**src/rtl/mem_arbiter.sv**
```systemverilog
// Two-port arbiter/sequencer for a 512x32 single-port memory: IDLE -> ACCESS -> ACK per transaction.
// Define MEM_ARB_ROUND_ROBIN_EN for alternating tie-break; default is fixed priority (port 1 wins).
module mem_arbiter #(
    parameter int AW = 9,
    parameter int DW = 32
) (
    input  logic          clk,
    input  logic          reset,
    input  logic          p0_req,
    input  logic [AW-1:0] p0_addr,
    output logic          p0_ack,
    output logic [DW-1:0] p0_rdata,
    input  logic          p1_req,
    input  logic          p1_we,
    input  logic [AW-1:0] p1_addr,
    input  logic [DW-1:0] p1_wdata,
    output logic          p1_ack,
    output logic [DW-1:0] p1_rdata,
    output logic [AW-1:0] mem_addr,
    output logic [DW-1:0] mem_wdata,
    output logic          mem_write,
    input  logic [DW-1:0] mem_rdata,
    output logic          busy
);

    typedef enum logic [1:0] {IDLE, ACCESS, ACK} state_t;

    state_t        state_q;
    logic          last_grant_q;
    logic          p0_ack_q, p1_ack_q, busy_q, mem_write_q;
    logic [AW-1:0] mem_addr_q;
    logic [DW-1:0] mem_wdata_q, p0_rdata_q, p1_rdata_q;
    logic          pick1_d;

`ifdef MEM_ARB_ROUND_ROBIN_EN
    // On a tie, hand the grant to whichever port was not served last.
    assign pick1_d = p1_req && (!p0_req || !last_grant_q);
`else
    assign pick1_d = p1_req;
`endif

    always_ff @(posedge clk) begin
        if (reset) begin
            state_q      <= IDLE;
            last_grant_q <= 1'b0;
            p0_ack_q     <= 1'b0;
            p1_ack_q     <= 1'b0;
            busy_q       <= 1'b0;
            mem_write_q  <= 1'b0;
            mem_addr_q   <= '0;
            mem_wdata_q  <= '0;
            p0_rdata_q   <= '0;
            p1_rdata_q   <= '0;
        end else begin
            case (state_q)
                IDLE: begin
                    if (p0_req || p1_req) begin
                        last_grant_q <= pick1_d;
                        mem_addr_q   <= pick1_d ? p1_addr : p0_addr;
                        if (pick1_d) begin
                            mem_wdata_q <= p1_wdata;
                        end
                        mem_write_q  <= pick1_d && p1_we;
                        busy_q       <= 1'b1;
                        state_q      <= ACCESS;
                    end
                end
                ACCESS: begin
                    // The memory completes any write at this edge; read data is combinational.
                    mem_write_q <= 1'b0;
                    if (last_grant_q) begin
                        p1_ack_q <= 1'b1;
                        if (!mem_write_q) begin
                            p1_rdata_q <= mem_rdata;
                        end
                    end else begin
                        p0_ack_q   <= 1'b1;
                        p0_rdata_q <= mem_rdata;
                    end
                    state_q <= ACK;
                end
                ACK: begin
                    p0_ack_q <= 1'b0;
                    p1_ack_q <= 1'b0;
                    busy_q   <= 1'b0;
                    state_q  <= IDLE;
                end
                default: begin
                    state_q <= IDLE;
                end
            endcase
        end
    end

    assign p0_ack    = p0_ack_q;
    assign p0_rdata  = p0_rdata_q;
    assign p1_ack    = p1_ack_q;
    assign p1_rdata  = p1_rdata_q;
    assign mem_addr  = mem_addr_q;
    assign mem_wdata = mem_wdata_q;
    assign mem_write = mem_write_q;
    assign busy      = busy_q;

endmodule

```
**config.mk**
```make
export PLATFORM = sky130hd
export DESIGN_NAME = mem_arbiter
export DESIGN_NICKNAME = d
export VERILOG_FILES = /design/src/rtl/mem_arbiter.sv
export SDC_FILE = /design/constraint.sdc
export NUM_CORES = 1
export LEC_CHECK = 0
export CORE_UTILIZATION = 37
export CTS_CLUSTER_SIZE = 25
export DETAILED_ROUTE_END_ITERATION = 10
export PLACE_DENSITY = 0.88
export SYNTH_ARGS = -nofsm -noshare
export SYNTH_HDL_FRONTEND = slang
export SYNTH_SLANG_ARGS = --single-unit
export TNS_END_PERCENT = 5
```
**constraint.sdc**
```tcl
create_clock -name clk -period 1.35 [get_ports clk]
set_input_delay 0.135 -clock clk [delete_from_list [all_inputs] [get_ports clk]]
set_output_delay 0.135 -clock clk [all_outputs]
set_load 0.005 [all_outputs]
```
# == Yosys cells after proc, flatten, opt, wreduce, memory -nomap -nowiden ==
# Index checks and enable logic that the tools add are counted.
# totals
mem_bits_rw,0
romBits,0
reg_bits,112
out_inout_bits,109
wordCells,42
memories,0
latch_bits,0
# classes
n_shift,0
n_mux,11
eq_ne,5
bitwise,2
n_addsub,0
div,0
n_reduce_logical,14
order_cmp,0
n_mul,0
# ops
op,count
$reduce_and 2->1,6
$mux 9,1
$pmux 1 s2,4
$ne 2x2->1 const B,3
$reduce_and 3->1,2
$reduce_bool 2->1,3
$mux 1,4
$pmux 2 s2,1
$eq 2x1->1 const B,1
$eq 2x2->1 const B,1
$logic_not 2->1,1
$mux 2,1
$not 1->1,2
$logic_and 1x1->1,1
$logic_or 1x1->1,1

# == Depth between registers and ports, before layout ==
# depth
depth_word,3
depth_mapped,6
ltp_nobuf,3

# == Worst setup path after synthesis ==
# No wires, ideal clock.
# synth_path
path_kind,register to register
from,register state_q[0]
to,"register p0_rdata_q[10], in the netlist p0_rdata[10]"
t_required_ns,1.214
arrival_time_ns,1.181
path_buffers,3
path_stages_with_launch,7
setup_ns,0.136
path_slack_ns,0.033
cell_sequence,dfxtp_1 -> buf_4 -> or3b_1 -> buf_2 -> buf_6 -> nand2_2 -> a21oi_2
# synth_via
elab_chain_len,2
# synth_lines
element,line,source
start: declaration,28,state_t state_q;
start signal: assignment,44,state_q <= IDLE;
start signal: assignment,65,state_q <= ACCESS;
start signal: assignment,80,state_q <= ACK;
$eq 2x1->1,55,case (state_q)
$reduce_and 2->1 (no line),--,
end signal: assignment,78,p0_rdata_q <= mem_rdata;
end: declaration,32,"logic [DW-1:0] mem_wdata_q, p0_rdata_q, p1_rdata_q;"
# No other way between the ends.
# A chain may end at the register's enable or synchronous reset.

# == Worst setup path after layout ==
# layout_path
from,register state_q[0]
to,"register mem_wdata_q[31], in the netlist mem_wdata[31]"
# layout_via
elab_chain_len,2
# layout_lines
element,line,source
$logic_not 2->1,55,
$reduce_and 3->1 (no line),--,
end signal: assignment,61,mem_wdata_q <= p1_wdata;
end: declaration,32,
# No other way between the ends.

==> impl_metrics.json <==
{
  "grt_usage": 0.198,
  "pin_count": 196,
  "synthTopCellsByArea": "dfxtp_1 54%, nand2_1 17%, a21oi_1 12%",
  "fin_setup_tns_ps": -99.8,
  "finClkSkew_ps": 6.61,
  "cts.htree.levels": 3,
  "violations": "negative setup slack",
  "die-height_um": 107,
  "synth_fp_nets": 580,
  "fmax_ghz": 0.708,
  "power.internal_uw": 5130,
  "cp_data_arrival_time_ps": 1690,
  "grt_overflow_total": 0,
  "synth_top_area_share": 0.545,
  "ys_seq_area_frac": 0.545,
  "start_util": 0.380,
  "drt_iter0_markers": 216,
  "netlist_instances": 493,
  "fin_crit_sh": 1.05,
  "postSynth.asyncResetShare": 0,
  "clockBufferDepth": 2,
  "cellPowerDensity_mw_per_mm2": 1020,
  "ant_nets": 0,
  "p_sw_frac": 0.249,
  "outcome": "finished, violations left",
  "p_total_uw": 6840,
  "synth_commonest_cells": "186 x nand2_1, 112 x dfxtp_1, 100 x a21oi_1",
  "cts-root-buf": "clkbuf_8",
  "clkPwrFrac": 0.282,
  "hold_violations": 0,
  "syn_area_sq_mm": 0.00412,
  "rows": 38,
  "hp-class": "input port to register",
  "critPathLaunchType": "register",
  "ys_seq_elements": 112,
  "timing.final.ws_setup_ps": -62.5,
  "cts_tree": "done",
  "tightest_slew_ps": 266,
  "wl_per_cell_um": 15.1,
  "synth.avg_cell_area_sq_um": 8.35,
  "viasPerCell": 4.98,
  "layout-drive-gt1-share": 0.201,
  "grt_pass1_wl_mm": 18.2,
  "core_area_sq_mm": 0.0108,
  "synth_edf_count": 0,
  "port_buffers": 195,
  "power_switching_uw": 1700,
  "area_growth_pct": 62.9,
  "die_area_sq_mm": 0.0116,
  "rsz0062_at_grt": "true",
  "grt_max_degree": 39,
  "clk_latency_ps": 350,
  "final_max_slew_viol_count": 0,
  "yosys_most_used_dff": "dfxtp_1",
  "dpl.hpwl_mm": 8.53,
  "grt_pass1_vias": 3902,
  "dieWidth_um": 107,
  "cts_buffers": 9,
  "worstPathRequired_ps": 1620,
  "setup_violations": 2,
  "clock-sinks": 112,
  "yosysUniqueCellTypes": 25,
  "end_kind": "register",
  "drt_first_pass_iters": 4,
  "wirelength_mm": 12.5,
  "insertedDiodeCount": 0,
  "crit_fanout": 16,
  "power_leakage_uw": 0.00353,
  "maxCapViolations": 0,
  "path_clk_slew_ps": 100,
  "p_seq_frac": 0.531,
  "finalCriticalPeriod_ps": 1410,
  "gp_congestion": 0.786,
  "synth_warnings": 0,
  "antenna_found_initial": 0,
  "vias": 4107,
  "combPwrFrac": 0.187,
  "finalNetCount": 768,
  "post-synth-top-count-cell": "nand2_1",
  "ir_drop_mv": 0.692,
  "worstSetupPathType": "register to register",
  "whs_ps": 96.9,
  "synth_top_area_cell": "dfxtp_1",
  "drc_errors": 0,
  "maxSlewHeadroom": 0.822
}
-- state kept, by name, indices dropped and copies added, names as in the netlist --
register,flops
busy,1
last_grant_q,1
mem_addr,9
mem_wdata,32
mem_write,1
p0_ack,1
p0_rdata,32
p1_ack,1
p1_rdata,32
state_q,2
-- timing repair --
item                       in CTS  in global routing
pin swaps                       0                  1
hold buffers                    0                  0
gates resized for setup        96                 88
setup endpoints to repair      84                121
cloned                          0                  2
setup buffers                   0                  2
-- power groups by stage --
stage / Clock (uW) / Sequential [uW] / Combinational [uW]
after global placement: 0 / 3680 / 1260
after CTS: 1960 / 3630 / 1250
after detailed placement: 0 / 3690 / 1300
after global routing: 2130 / 3660 / 1380
after floorplan: 0 / 3680 / 506
final: 1930 / 3640 / 1280
-- layout by cell type (no fill, tap or decap), drive strengths merged, types with 2 or more instances in the layout --
| cell | count |
|---|---|
| nand2 | 196 |
| dfxtp | 112 |
| a21oi | 110 |
| clkdlybuf4s50 | 91 |
| dlymetal6s2s | 58 |
| dlygate4sd2 | 45 |
| buf | 21 |
| clkbuf | 14 |
| mux2i | 9 |
| a211oi | 9 |
| nor3b | 3 |
| nor2 | 3 |
| or3b | 2 |
-- cells by family (layout without fill, tap and decap cells) --
kind of cell | count (synthesis) | in the layout | synth area share
and+or+nand+nor | 211 | 211 | 0.215
AOI/OAI and AO/OA | 121 | 121 | 0.163
DFF | 112 | 112 | 0.545
buffers and inverters | 40 | 232 | 0.0562
muxes | 9 | 9 | 0.0219
-- worst max-delay path, stage by stage, from the launching register on --
cell and delay, ps:
dfxtp_2 360, buf_4 160, nor3b_4 230, buf_4 170, clkbuf_16 170, nand2_1 80, a21oi_1 160
-- area by class of cell --
| cell class | count | area, sq um |
|---|---|---|
| Fill cell | 895 | 4130 |
| Timing Repair Buffer | 217 | 2350 |
| Sequential cell | 112 | 2340 |
| Multi-Input combinational cell | 341 | 1660 |
| Tap cell | 140 | 175 |
| Clock buffer | 12 | 145 |
| Clock inverter | 3 | 42.5 |
-- path summary, 6_finish.rpt --
| check | startpoint | endpoint | slack [ps] | depth (start not counted) |
|---|---|---|---|---|
| worst max-delay path | state_q[0] | mem_wdata[31] | -60 | 6 |
| worst min register to register | p1_rdata[12] | p1_rdata[12] | 450 | 2 |
| worst max register to register | state_q[0] | mem_wdata[31] | -60 | 6 |
| worst min-delay path | reset | mem_wdata[13] | 100 | 2 |
-- per-stage QoR --
step | utilization | setup slack [ps] | cells | area, sq um
after floorplan | - | 32.6 | 493 | 4120
after global placement | 0.577 | -153 | 806 | 6250
after detailed placement | 0.577 | -206 | 806 | 6250
after CTS | 0.595 | 0.0636 | 821 | 6450
after global routing | 0.619 | -133 | 825 | 6710
final | 0.619 | -62.5 | 825 | 6710
-- metal layers --
layer	routed length [um]	share of wire	track usage	up-vias
li1	-	-	-	1980
met4	331	0.026	0.0841	0
met3	632	0.051	0.0303	27
met1	4910	0.39	0.227	1954
met2	6620	0.53	0.361	146
met5	0	0	0	-
Note: power is estimated with default switching activity, not from simulation.
